--- src/rtl/audio_i2s_timing.sv ---
// I2S master timing (BCLK/LRCK from registered counters) with optional DAC-data capture; all outputs are flops.
// Macro AUDIO_I2S_CAPTURE_EN enables capture; no backpressure, frame_tick and sample_valid are one-cycle pulses.
module audio_i2s_timing #(
  parameter int CLK_DIV   = 2,
  parameter int SLOT_BITS = 32,
  parameter int DATA_W    = 24
) (
  input  logic              clk_clk,
  input  logic              reset_reset_n,
  input  logic              enable,
  output logic              bclk,
  output logic              lrck,
  input  logic              dacdat,
  output logic              running,
  output logic              frame_tick,
  output logic [DATA_W-1:0] sample_l,
  output logic [DATA_W-1:0] sample_r,
  output logic              sample_valid
);
  localparam int DIV_W = $clog2(CLK_DIV + 1);
  localparam int BIT_W = $clog2(SLOT_BITS);

  typedef enum logic [1:0] {ST_IDLE, ST_RUN, ST_STOPPING} state_e;

  state_e           state_q, state_d;
  logic [DIV_W-1:0] div_cnt_q, div_cnt_d;
  logic [BIT_W-1:0] bit_cnt_q, bit_cnt_d;
  logic             bclk_q, bclk_d;
  logic             lrck_q, lrck_d;
  logic             running_q, running_d;
  logic             frame_tick_q, frame_tick_d;
  logic             active, div_last, bclk_fall, slot_end, frame_end;

  always_comb begin
    active       = (state_q != ST_IDLE);
    div_last     = (div_cnt_q == DIV_W'(CLK_DIV - 1));
    bclk_fall    = active && div_last && bclk_q;
    slot_end     = bclk_fall && (bit_cnt_q == BIT_W'(SLOT_BITS - 1));
    frame_end    = slot_end && lrck_q;
    state_d      = state_q;
    div_cnt_d    = '0;
    bit_cnt_d    = '0;
    bclk_d       = 1'b0;
    lrck_d       = 1'b0;
    frame_tick_d = 1'b0;
    if (active) begin
      div_cnt_d    = div_last ? '0 : div_cnt_q + 1'b1;
      bclk_d       = div_last ? ~bclk_q : bclk_q;
      bit_cnt_d    = slot_end ? '0 : (bclk_fall ? bit_cnt_q + 1'b1 : bit_cnt_q);
      lrck_d       = slot_end ? ~lrck_q : lrck_q;
      frame_tick_d = frame_end;
      // Stopping only ever exits on a frame boundary, where every counter wraps to 0 anyway.
      if (enable) begin
        state_d = ST_RUN;
      end else if (frame_end) begin
        state_d = ST_IDLE;
      end else begin
        state_d = ST_STOPPING;
      end
    end else if (enable) begin
      state_d = ST_RUN;
    end
    running_d = (state_d != ST_IDLE);
  end

  always_ff @(posedge clk_clk or negedge reset_reset_n) begin
    if (!reset_reset_n) begin
      state_q      <= ST_IDLE;
      div_cnt_q    <= '0;
      bit_cnt_q    <= '0;
      bclk_q       <= 1'b0;
      lrck_q       <= 1'b0;
      running_q    <= 1'b0;
      frame_tick_q <= 1'b0;
    end else begin
      state_q      <= state_d;
      div_cnt_q    <= div_cnt_d;
      bit_cnt_q    <= bit_cnt_d;
      bclk_q       <= bclk_d;
      lrck_q       <= lrck_d;
      running_q    <= running_d;
      frame_tick_q <= frame_tick_d;
    end
  end

  assign bclk       = bclk_q;
  assign lrck       = lrck_q;
  assign running    = running_q;
  assign frame_tick = frame_tick_q;

`ifdef AUDIO_I2S_CAPTURE_EN
  logic [DATA_W-1:0] sh_l_q, sh_l_d, sh_r_q, sh_r_d;
  logic [DATA_W-1:0] sample_l_q, sample_l_d, sample_r_q, sample_r_d;
  logic              sample_valid_q, sample_valid_d;
  logic              bclk_rise, data_bit;

  always_comb begin
    bclk_rise      = active && div_last && !bclk_q;
    // Slot bit 0 is the LRCK-edge bit; the word occupies bits 1..DATA_W, MSB first.
    data_bit       = (bit_cnt_q >= BIT_W'(1)) && (bit_cnt_q <= BIT_W'(DATA_W));
    sh_l_d         = sh_l_q;
    sh_r_d         = sh_r_q;
    sample_l_d     = sample_l_q;
    sample_r_d     = sample_r_q;
    sample_valid_d = 1'b0;
    if (!active) begin
      sh_l_d = '0;
      sh_r_d = '0;
    end else begin
      if (bclk_rise && data_bit && !lrck_q) sh_l_d = {sh_l_q[DATA_W-2:0], dacdat};
      if (bclk_rise && data_bit && lrck_q)  sh_r_d = {sh_r_q[DATA_W-2:0], dacdat};
      if (frame_end) begin
        sample_l_d     = sh_l_q;
        sample_r_d     = sh_r_q;
        sample_valid_d = 1'b1;
      end
    end
  end

  always_ff @(posedge clk_clk or negedge reset_reset_n) begin
    if (!reset_reset_n) begin
      sh_l_q         <= '0;
      sh_r_q         <= '0;
      sample_l_q     <= '0;
      sample_r_q     <= '0;
      sample_valid_q <= 1'b0;
    end else begin
      sh_l_q         <= sh_l_d;
      sh_r_q         <= sh_r_d;
      sample_l_q     <= sample_l_d;
      sample_r_q     <= sample_r_d;
      sample_valid_q <= sample_valid_d;
    end
  end

  assign sample_l     = sample_l_q;
  assign sample_r     = sample_r_q;
  assign sample_valid = sample_valid_q;
`else
  logic unused_dacdat;
  assign unused_dacdat = dacdat;
  assign sample_l      = '0;
  assign sample_r      = '0;
  assign sample_valid  = 1'b0;
`endif

endmodule

--- config.mk ---
export PLATFORM = sky130hd
export DESIGN_NAME = audio_i2s_timing
export DESIGN_NICKNAME = d
export VERILOG_FILES = /design/src/rtl/audio_i2s_timing.sv
export SDC_FILE = /design/constraint.sdc
export NUM_CORES = 1
export LEC_CHECK = 0
export CAP_MARGIN = 20
export CORE_MARGIN = 8
export CORE_UTILIZATION = 33
export DETAILED_ROUTE_END_ITERATION = 10
export PLACE_DENSITY = 0.72
export SLEW_MARGIN = 20
export SYNTH_ARGS = -nofsm -noshare
export SYNTH_HDL_FRONTEND = slang
export SYNTH_SLANG_ARGS = --single-unit
--- constraint.sdc ---
create_clock -name clk_clk -period 1.85 [get_ports clk_clk]
set_input_delay 0.37 -clock clk_clk [delete_from_list [all_inputs] [get_ports clk_clk]]
set_output_delay 0.37 -clock clk_clk [all_outputs]
set_load 0.01 [all_outputs]
==> summary.md, run 1 <==
| Metric | Value |
|---|---|
| Status | `finished clean` |
| First-pass GRT wire length | `2510 um` |
| Hold WC Path Type | `primary input to async pin` |
| Detailed Place HPWL | `1290 um` |
| Post-CTS Setup Bufs | `0` |
| Synthesis-to-layout area growth | `-5.05%` |
| CP endpoint kind | `register` |
| Num CTS Buffers | `3` |
| Cell family with most CP delay | `simple AND/OR/NAND/NOR gates` |
| #FFs+latches synth | `13` |
| Mapped Cells | `100` |
| Finished Core Util | `0.327` |
| Worst skew pair latency | `between 0.2 and 0.3 ns` |
| Ys Warns | `0` |
| DRC Markers | `0` |
| Synthesized cell area | `941 um^2` |
| Post-layout instance count excluding filler cells | `141` |
| Crit Path Class | `register to register` |
| Pin count of the biggest net entering global routing | `14` |
| CTS H-tree depth | `1` |
| Largest stage delay, worst path | `0.52 ns` |
| Synth area leaders | `buf_4 39%, dfrtp_1 35%, ha_1 2.7%` |
| CTS Sinks | `13` |
| Nets@finish | `117` |
| Gr usage total | `0.0610` |
| Sequential-to-total area share from yosys stat | `0.346` |
| Initial Utilization | `0.344` |
| Number of max-cap violations | `0` |
| Port bufs | `6` |
| Pins Over Slew Limit | `0` |
| Cell chain of the critical path | `ha_2 -> and3_1 -> ha_1 -> or4_1 -> a31oi_1` |
| Iter 0 DRT Violations | `7` |
| Core area | `0.00273 mm^2` |
| Layout cells sized above 1 | `0.100` |
| # placed instances | `137` |
| Die Wd | `69.4 um` |
| Static leakage power | `~0.48 nW` |
| Clock transition at path regs | `0.08 ns` |
| Antenna viol nets, final | `0` |
| CTS tree | `yes` |
| Remaining global-route overflow | `0` |
| GPL Wtd Cong | `0.701` |
| Synth Flop Type | `dfrtp_1` |
| Routed vias | `542` |
| Row count | `19` |
| Share of flip-flops with an asynchronous set or reset | `1.00` |
| Peak fanout along the critical path | `4` |
| N_diodes | `0` |
| Peak supply drop | `0.490 mV` |
| Die area | `0.00482 mm^2` |
| Required @ worst endpoint | `2.06 ns` |
| Clock Tree Buf Depth | `2` |
| Tot Pwr | `roughly 0.00066 W` |
| Syn Area/Cell | `~9.4 um^2` |
| Slew @ Worst Pin | `0.601 ns` |
| Synth cell types | `25` |
| EDFF count, synth | `0` |
| Clk root buf | `clkbuf_4` |
| Vias in the first global route | `542` |
| Post-CTS sizing | `0` |
| Setup violators final | `0` |
| Slew margin rel. | `0.598` |
| 1st-pass router iterations | `4` |
| WP data arrival | `2.01 ns` |
| Vias per Instance | `3.84` |
| Die Span Y | `69.4 um` |
| Routed WL | `around 1600 um` |
| Clk_skew | `about 0.0066 ns` |
| Final hold violations | `0` |
| Final period util | `0.972` |
| Slowest CP cell | `or4_1` |
| CP Launch Type | `register` |
| Initial antenna violation count | `0` |
| Minimum clock period | `1.80 ns` |
| # hold bufs at CTS | `0` |
| Synth area leader | `buf_4` |
| Worst Path Buf+Inv | `0` |
| Power per cell area | `739 mW/mm^2` |
| Top cell type's share of synthesized area | `0.391` |
| Fmax | `556 MHz` |
| Routed wire per std cell | `between 10 and 15 um` |
| I/O pin total | `57` |
==> placed cells by master (no fill, tap or decap), drive strengths merged <==
master	n
conb	49
dfrtp	13
clkdlybuf4s50	6
nor2	5
nand2	5
a21oi	3
clkbuf	3
nand3b	3
and3	2
a31oi	2
nor2b	2
buf	2
ha	2
and3b	1
or2	1
nand4b	1
nor3b	1
and2	1
or3	1
nand3	1
or4	1
o221ai	1
nor3	1
xnor2	1
xor2	1
clkinv	1
==> power by group <==
group | internal (W) | total [W] | switching (W)
registers | 0.000308 | 0.000339 | 0.0000308
clock network | 0.0000803 | 0.000175 | 0.0000950
logic | 0.0000505 | 0.000146 | 0.0000953
total | 0.000439 | 0.000660 | 0.000221
==> area by class of cell <==
| type | count | area [um^2] |
|---|---|---|
| multi-input cells | 85 | 427 |
| fillers | 279 | 1840 |
| repair buffers | 8 | 75.1 |
| well taps | 31 | 38.8 |
| flip-flops and latches | 13 | 325 |
| clock buffers | 3 | 22.5 |
| clock inverters | 1 | 5.00 |
==> metal layers <==
layer | global-route usage | vias to the layer above | routed length [um]
met5 | 0 | - | 0
met4 | 0.00683 | 0 | 0
met3 | 0.0644 | 0 | 279
met2 | 0.101 | 42 | 746
met1 | 0.0504 | 254 | 533
li1 | - | 246 | -
==> path summary, 6_finish.rpt <==
path                                          start                  endpoint  slack (ns)  cells after the start
hold / removal                        reset_reset_n  bit_cnt_q[0]$_DFFE_PN0P_        0.46                      1
min in group clk_clk       bit_cnt_q[4]$_DFFE_PN0P_  bit_cnt_q[4]$_DFFE_PN0P_        0.55                      2
hold reg to reg            bit_cnt_q[4]$_DFFE_PN0P_  bit_cnt_q[4]$_DFFE_PN0P_        0.55                      2
setup / recovery           bit_cnt_q[0]$_DFFE_PN0P_  bit_cnt_q[3]$_DFFE_PN0P_        0.05                      5
max in group asynchronous             reset_reset_n      state_q[0]$_DFF_PN0_        0.99                      1
setup reg to reg           bit_cnt_q[0]$_DFFE_PN0P_  bit_cnt_q[3]$_DFFE_PN0P_        0.05                      5
==> per-stage QoR <==
stage	TNS [ns]	instance area [um^2]	setup slack [ns]	hold slack (ns)
finish	0	893	0.0516	0.461
detailed placement	0	863	0.0369	0.531
CTS	0	891	0.0146	0.478
global route	-0.00261	893	-0.00261	0.498
floorplan	0	1120	0.129	0.0744
global placement	0	863	0.0746	0.515
==> synth_stat cells, types with 2 or more instances <==
master and number:
nor2b_1 2, dfrtp_1 13, ha_1 2, a21oi_1 3, nand3b_1 2, a31oi_1 2, buf_4 49, nor2_1 5
and3_1 2, nand2_1 5
==> sequential cells by signal, indices dropped and copies added (netlist names) <==
name	flops
lrck	1
div_cnt_q	2
bit_cnt_q	5
state_q	2
bclk	1
frame_tick	1
running	1
==> worst reg2reg max path, delay by kind of cell, from the launching register on <==
family,cells,cell delay (ns)
compound gates,1,0.17
fa+ha+maj,2,0.42
flops,1,0.43
simple gates,2,0.70
==> cell families after synthesis <==
family / Yosys count / synth area share
AND/OR/NAND/NOR: 26 / 0.172
flip-flops: 13 / 0.346
AO/OA/AOI/OAI: 6 / 0.0386
XOR/XNOR: 2 / 0.0186
adder cells (fa/ha/maj): 2 / 0.0266
other: 1 / 0.00399
buffers and inverters: 50 / 0.395
Power figures use the tool's default switching activity.
==> run 2: changes to the inputs <==
SKIP_LAST_GASP = 1   (was not set)
==> results of run 2 <==
Same layout as run 1: the final DEF is identical, and so are final timing and power.
